File: src/rtl/btn_arbiter.sv
// Round-robin arbiter: latches shaper pulses as pending requests and offers them one at a time on a valid/ready load port.
// Optional per-channel re-press holdoff is enabled with `define BTN_ARB_HOLDOFF_EN.
module btn_arbiter #(
  parameter int IDW     = 2,
  parameter int HOLDOFF = 8
) (
  input  logic                CLK,
  input  logic                RST,
  input  logic [2**IDW-1:0]   pulse_in,
  input  logic                load_ready,
  output logic                load_valid,
  output logic [IDW-1:0]      load_id,
  output logic [2**IDW-1:0]   pending,
  output logic                overflow
);
  localparam int N = 2**IDW;

  if (HOLDOFF < 1 || HOLDOFF > 255) begin : g_bad_holdoff
    $error("btn_arbiter: HOLDOFF must be 1..255");
  end

  typedef enum logic {IDLE, OFFER} state_e;

  state_e           state_q, state_d;
  logic [IDW-1:0]   ptr_q, ptr_d;
  logic [IDW-1:0]   id_q, id_d;
  logic [N-1:0]     pend_q, pend_d;
  logic             ovf_q, ovf_d;
  logic             grant;
  logic [N-1:0]     clr;
  logic [N-1:0]     acc;
  logic [N-1:0]     hold_blk;
  logic             sel_found;
  logic [IDW-1:0]   sel_id;

`ifdef BTN_ARB_HOLDOFF_EN
  logic [N-1:0][7:0] hold_q, hold_d;

  // Counter reloads on the granting handshake, then counts down to zero.
  always_comb begin
    for (int i = 0; i < N; i++) begin
      hold_blk[i] = |hold_q[i];
      hold_d[i]   = hold_blk[i] ? hold_q[i] - 8'd1 : 8'd0;
      if (clr[i]) hold_d[i] = 8'(HOLDOFF);
    end
  end

  always_ff @(posedge CLK or posedge RST) begin
    if (RST) hold_q <= '0;
    else     hold_q <= hold_d;
  end
`else
  assign hold_blk = '0;
`endif

  // First pending bit at or above ptr, wrapping.
  always_comb begin
    logic [IDW-1:0] idx;
    sel_found = 1'b0;
    sel_id    = ptr_q;
    for (int k = 0; k < N; k++) begin
      idx = ptr_q + IDW'(k);
      if (!sel_found && pend_q[idx]) begin
        sel_found = 1'b1;
        sel_id    = idx;
      end
    end
  end

  always_comb begin
    state_d = state_q;
    ptr_d   = ptr_q;
    id_d    = id_q;
    grant   = 1'b0;
    case (state_q)
      IDLE: if (sel_found) begin
        id_d    = sel_id;
        state_d = OFFER;
      end
      OFFER: if (load_ready) begin
        grant   = 1'b1;
        ptr_d   = id_q + IDW'(1);
        state_d = IDLE;
      end
      default: state_d = IDLE;
    endcase
  end

  // A set on the same edge as the clear wins; merges raise a single flag.
  always_comb begin
    clr = '0;
    if (grant) clr[id_q] = 1'b1;
    acc    = pulse_in & ~hold_blk;
    pend_d = (pend_q & ~clr) | acc;
    ovf_d  = |(acc & pend_q & ~clr);
  end

  always_ff @(posedge CLK or posedge RST) begin
    if (RST) begin
      state_q <= IDLE;
      ptr_q   <= '0;
      id_q    <= '0;
      pend_q  <= '0;
      ovf_q   <= 1'b0;
    end else begin
      state_q <= state_d;
      ptr_q   <= ptr_d;
      id_q    <= id_d;
      pend_q  <= pend_d;
      ovf_q   <= ovf_d;
    end
  end

  assign load_valid = (state_q == OFFER);
  assign load_id    = id_q;
  assign pending    = pend_q;
  assign overflow   = ovf_q;
endmodule

File: config.mk
export PLATFORM = sky130hd
export DESIGN_NAME = btn_arbiter
export DESIGN_NICKNAME = d
export VERILOG_FILES = /design/src/rtl/btn_arbiter.sv
export SDC_FILE = /design/constraint.sdc
export NUM_CORES = 1
export LEC_CHECK = 0
export BUFFER_PORTS_ARGS = -buffer_cell sky130_fd_sc_hd__buf_2
export CORE_AREA = 2 2 39 41
export DETAILED_ROUTE_END_ITERATION = 8
export DIE_AREA = 0 0 41 43
export GPL_TIMING_DRIVEN = 0
export PLACE_DENSITY = 0.66
export REMOVE_ABC_BUFFERS = 1
export SLEW_MARGIN = 30
export SYNTH_ARGS = -nofsm -noshare
export SYNTH_HDL_FRONTEND = slang
export SYNTH_SLANG_ARGS = --single-unit
File: constraint.sdc
create_clock -name CLK -period 1.5 [get_ports CLK]
set_clock_uncertainty 0.15 [all_clocks]
set_input_delay 0 -clock CLK [delete_from_list [all_inputs] [get_ports CLK]]
set_output_delay 0 -clock CLK [all_outputs]
set_load 0.02 [all_outputs]
Word-level counts from Yosys, hierarchy flattened
Cells that the tools add are included.
{ "word_totals": {"mem_bits_rw": 0, "out_inout_bits": 8, "rom_bits": 0, "n_memories": 0, "ff_bits": 10, "latchBits": 0, "word_cells": 54, "in_bits": 7} }
{ "op_classes": {"reduce_logical": 10, "mux": 23, "magnitude_cmp": 6, "div_mod_pow": 0, "bitwise": 6, "add_sub_neg": 4, "n_eq_ne": 0, "multipliers": 0, "shift": 0} }
{ "op_table": {"columns": ["op", "count"], "rows": [
  ["< comparator 2 x 3 -> 1 bit (second input constant)", 5],
  ["2-to-1 mux 1 bit", 13],
  ["AND 4 bit", 3],
  ["binary-select mux 1 bit (select 2 bit)", 4],
  ["2-to-1 mux 2 bit", 3],
  ["adder 2 x 1 -> 2 bit (second input constant)", 2],
  ["adder 2 bit (second input constant)", 2],
  ["logical AND 1 bit", 4],
  ["2-to-1 mux 4 bit", 1],
  ["inverter 4 bit", 1],
  ["OR 4 bit", 1],
  ["AND reduction 2 bit", 2],
  ["OR reduction 4 bit", 1],
  ["logical NOT 1 bit", 3],
  ["demux 1 bit (select 2 bit)", 1],
  [">= comparator 2 x 1 -> 1 bit (second input constant)", 1],
  ["one-hot mux 1 bit (2 select lines)", 1],
  ["inverter 1 bit", 1]
]} }

Depth between registers and ports, before layout
{ "depth": {"word_depth": 14, "mapped_depth": 5, "ltp_nobuf": 5} }

Least setup slack after synthesis
Ideal clock, no wire load.
{ "synth_timing": {"path_kind": "register to register", "start": "register pend_q[0] (netlist: pending[0])", "end": "register id_q[0] (netlist: load_id[0])", "path_stages_with_launch": 5, "path_buffers": 1, "t_arrival_ns": 1.158, "setup_time_ns": 0.092, "path_slack_ns": 0.100, "period_less_slack_ns": 1.400, "required_time_ns": 1.258, "path_cell_list": "dfrtp_1 > buf_2 > nor4_2 > or2_4 > o31ai_2"} }
{ "synth_via": {"elab_chain_len": 13, "word_cells_on_any_way": 22, "classes_between": "mux: 15; reduce/logical: 7"} }
{ "synth_lines": {"columns": ["item", "line_no", "source"], "rows": [
  ["from (decl)", "27", "logic [N-1:0] pend_q, pend_d;"],
  ["from (signal assigned)", "109", "pend_q <= pend_d;"],
  ["binary-select mux 1 bit (select 2 bit)", "63", "if (!sel_found && pend_q[idx]) begin"],
  ["2-to-1 mux 1 bit (not written as such)", "63", null],
  ["2-to-1 mux 1 bit", "63", null],
  ["logical NOT 1 bit", "63", null],
  ["logical AND 1 bit", "63", null],
  ["2-to-1 mux 1 bit", "63", null],
  ["logical NOT 1 bit", "63", null],
  ["logical AND 1 bit", "63", null],
  ["2-to-1 mux 1 bit", "63", null],
  ["logical NOT 1 bit", "63", null],
  ["logical AND 1 bit", "63", null],
  ["2-to-1 mux 1 bit", "63", null],
  ["AND reduction 2 bit (no line)", null, null],
  ["to (signal assigned)", "108", "id_q <= id_d;"],
  ["to (decl)", "26", "logic [IDW-1:0] id_q, id_d;"]
]} }
Parallel ways exist; a longest one is shown, timed or not. The select of a mux whose other input is x is not followed.
A chain may end at the register's enable or synchronous reset.

Final worst setup path
{ "layout_timing": {"start": "register pend_q[1] (netlist: pending[1])", "end": "register id_q[0] (netlist: load_id[0])"} }
The elaborated chain is that of the path after synthesis.

==> metrics.txt <==
status finished, final reports clean; via count 489; initial antenna violation count 0; WP data arrival roughly 1.4 ns; Final Instance Count excl. Fillers 96; H-tree Lvls 1; HP Class in2reg; capture point of the worst path load_id[0]; Vias/cell slightly above 5; fin crit share around 92%; CTS tree done; worst skew pair latency 0.26 ns; DRC 0; Worst Reg-to-Reg Cells 4; # rows 14; first-pass GRT wire length 1730 um; YS warnings 0; first-pass iteration count of the detailed router 4; antenna cells 0; Rel. slew slack 74.8%; CP max FO 8; # Max-Cap Violations 0; dpl hpwl 772 um; PD cells 1480 mW/mm2; Root Driver clkbuf_4; critical path startpoint pending[1]; GR Util All Layers 14.3%; placed inst area ~630 um2; FF-to-FF End load_id[0]; startpoint types flip-flop; Tightest Pin Transition 0.378 ns; core area 0.00138 mm2; die footprint 0.00176 mm2; largest net degree at the start of global routing 11; 1st-iter DRT viols 7; Netlist cell types 21; CTS clock-pin slew for the worst setup and hold paths 0.07 ns; sequential share of the synthesized area ~46%; drt wl/cell roughly 11 um; DP Cell Count 87; post-route setup TNS 0 ns; fraction of registers with async set/reset 100%; TritonCTS Buffers 3; Peak VDD IR 574 uV; Routed Antenna Nets 0; # IOs 15; Die X 41 um; top_reg_cell synth dfrtp_1; final hold violation count 0; layout cells sized above 1 27.5%; port buffer count 14; Worst Path Required 1.49 ns; Die Y 43 um; Area growth syn-to-layout 31.9%; mapped cell area approximately 550 um2; final setup violation count 0; clock sink count 10; final instance area 724 um2; vias in the first global route 416; Routed WL 1050 um; CP Class reg2reg; FF-to-FF Start pending[1]; global route overflow 0; Leak ~0.36 nW; worst-case clock buffer depth 2; Initial Utilization roughly two fifths; Syn Area/Cell 9.31 um2; EDFF count, synth 0; Hold WS 0.0525 ns; nets 92; FF-to-FF setup slack 0.11 ns; Syn Inst Count 59; Tmin final 1.39 ns; Seq cells post-synth 10; RePlAce Congestion 0.752; Fmax 722 MHz; Crit. End Element flip-flop; RSZ-0062 raised after global routing false; Slew Viols, Final 0
-- cells in the mapped netlist (2+ instances only) --
master	instances	area, um2
a21o_1	4	30.0
a21oi_1	4	20.0
buf_2	2	10.0
dfrtp_1	10	250
ha_1	4	50.1
inv_1	8	30.0
nand2_1	7	26.3
nand3_1	4	20.0
nor2_1	3	11.3
o22ai_1	2	12.5
-- area by class of cell --
cell class | instances | area, um2
Fill cell | 130 | 659
Sequential cell | 10 | 250
Multi-Input combinational cell | 39 | 268
Tap cell | 16 | 20.0
Inverter | 8 | 30.0
Timing Repair Buffer | 19 | 120
Clock buffer | 4 | 36.3
-- cells by family after synthesis --
logic type | Yosys count | share of synthesized area [%]
flops | 10 | 45.6
buf+inv | 10 | 7.29
fa+ha+maj | 4 | 9.11
compound gates | 17 | 21.4
simple gates | 18 | 16.6
-- state kept, by name, summed over array words and instances, names as in the netlist --
name and count:
load_id 2, load_valid 1, overflow 1, pending 4, ptr_q 2
-- where the power goes --
part	internal (W)	switching [W]	leakage [nW]
registers	0.000341	0.000109	0.105
clock network	0.000147	0.0000945	0.0210
logic	0.000162	0.000223	0.236
total	0.000650	0.000426	0.362
-- stage by stage --
step,total power (W),setup WS [ns],util [%]
3_5_place_dp,0.000825,0.0992,45.5
3_3_place_gp,0.000814,0.106,45.5
6_report,0.00108,0.115,52.4
4_1_cts,0.00108,0.0858,51.7
5_1_grt,0.00117,0.0308,52.4
2_1_floorplan,0.000705,0.140,-
-- worst min path at each step --
stage / startpoint / to / slack [ns] / cells past startpoint
after floorplan: RST / load_id[0] / -0.31 / 1
after global placement: RST / pending[1] / -0.15 / 2
after detailed placement: RST / pending[0] / -0.15 / 2
after CTS: load_ready / load_valid / 0.06 / 3
after global routing: load_ready / load_valid / 0.12 / 3
final: load_ready / load_valid / 0.05 / 3
-- cell usage in the layout (no fill, tap or decap), drive strengths merged --
master / n
or2: 1
nand4: 1
nor4: 1
a211oi: 1
dfrtp: 10
o21ai: 2
nor2: 3
ha: 4
o22ai: 2
a21o: 5
a22oi: 1
inv: 8
nand2: 7
clkbuf: 4
nand3: 4
a21oi: 4
buf: 14
o31ai: 1
dlygate4sd3: 5
a221oi: 1
and2: 1
-- per-layer routing --
| metal | track usage, % | part of all wire (%) | routed length (um) |
|---|---|---|---|
| met5 | 0 | 0 | 0 |
| met1 | 22.7 | 50 | 524 |
| met3 | 3.14 | 2.3 | 24 |
| met2 | 18.1 | 47 | 489 |
| met4 | 6.00 | 0.95 | 10 |
-- what timing repair did --
item / in CTS / in global routing
hold buffers: 5 / 0
gates resized for setup: 0 / 1
endpoints found under the setup margin: 0 / 2
buffers inserted: 0 / 0
hold endpoints to repair: 15 / 0
-- worst max-delay path, stage by stage (launching register included) --
cell      delay (ns)
dfrtp_1         0.48
inv_1           0.12
o22ai_1         0.09
a221oi_1        0.32
o31ai_2         0.10
Power figures use the tool's default switching activity.
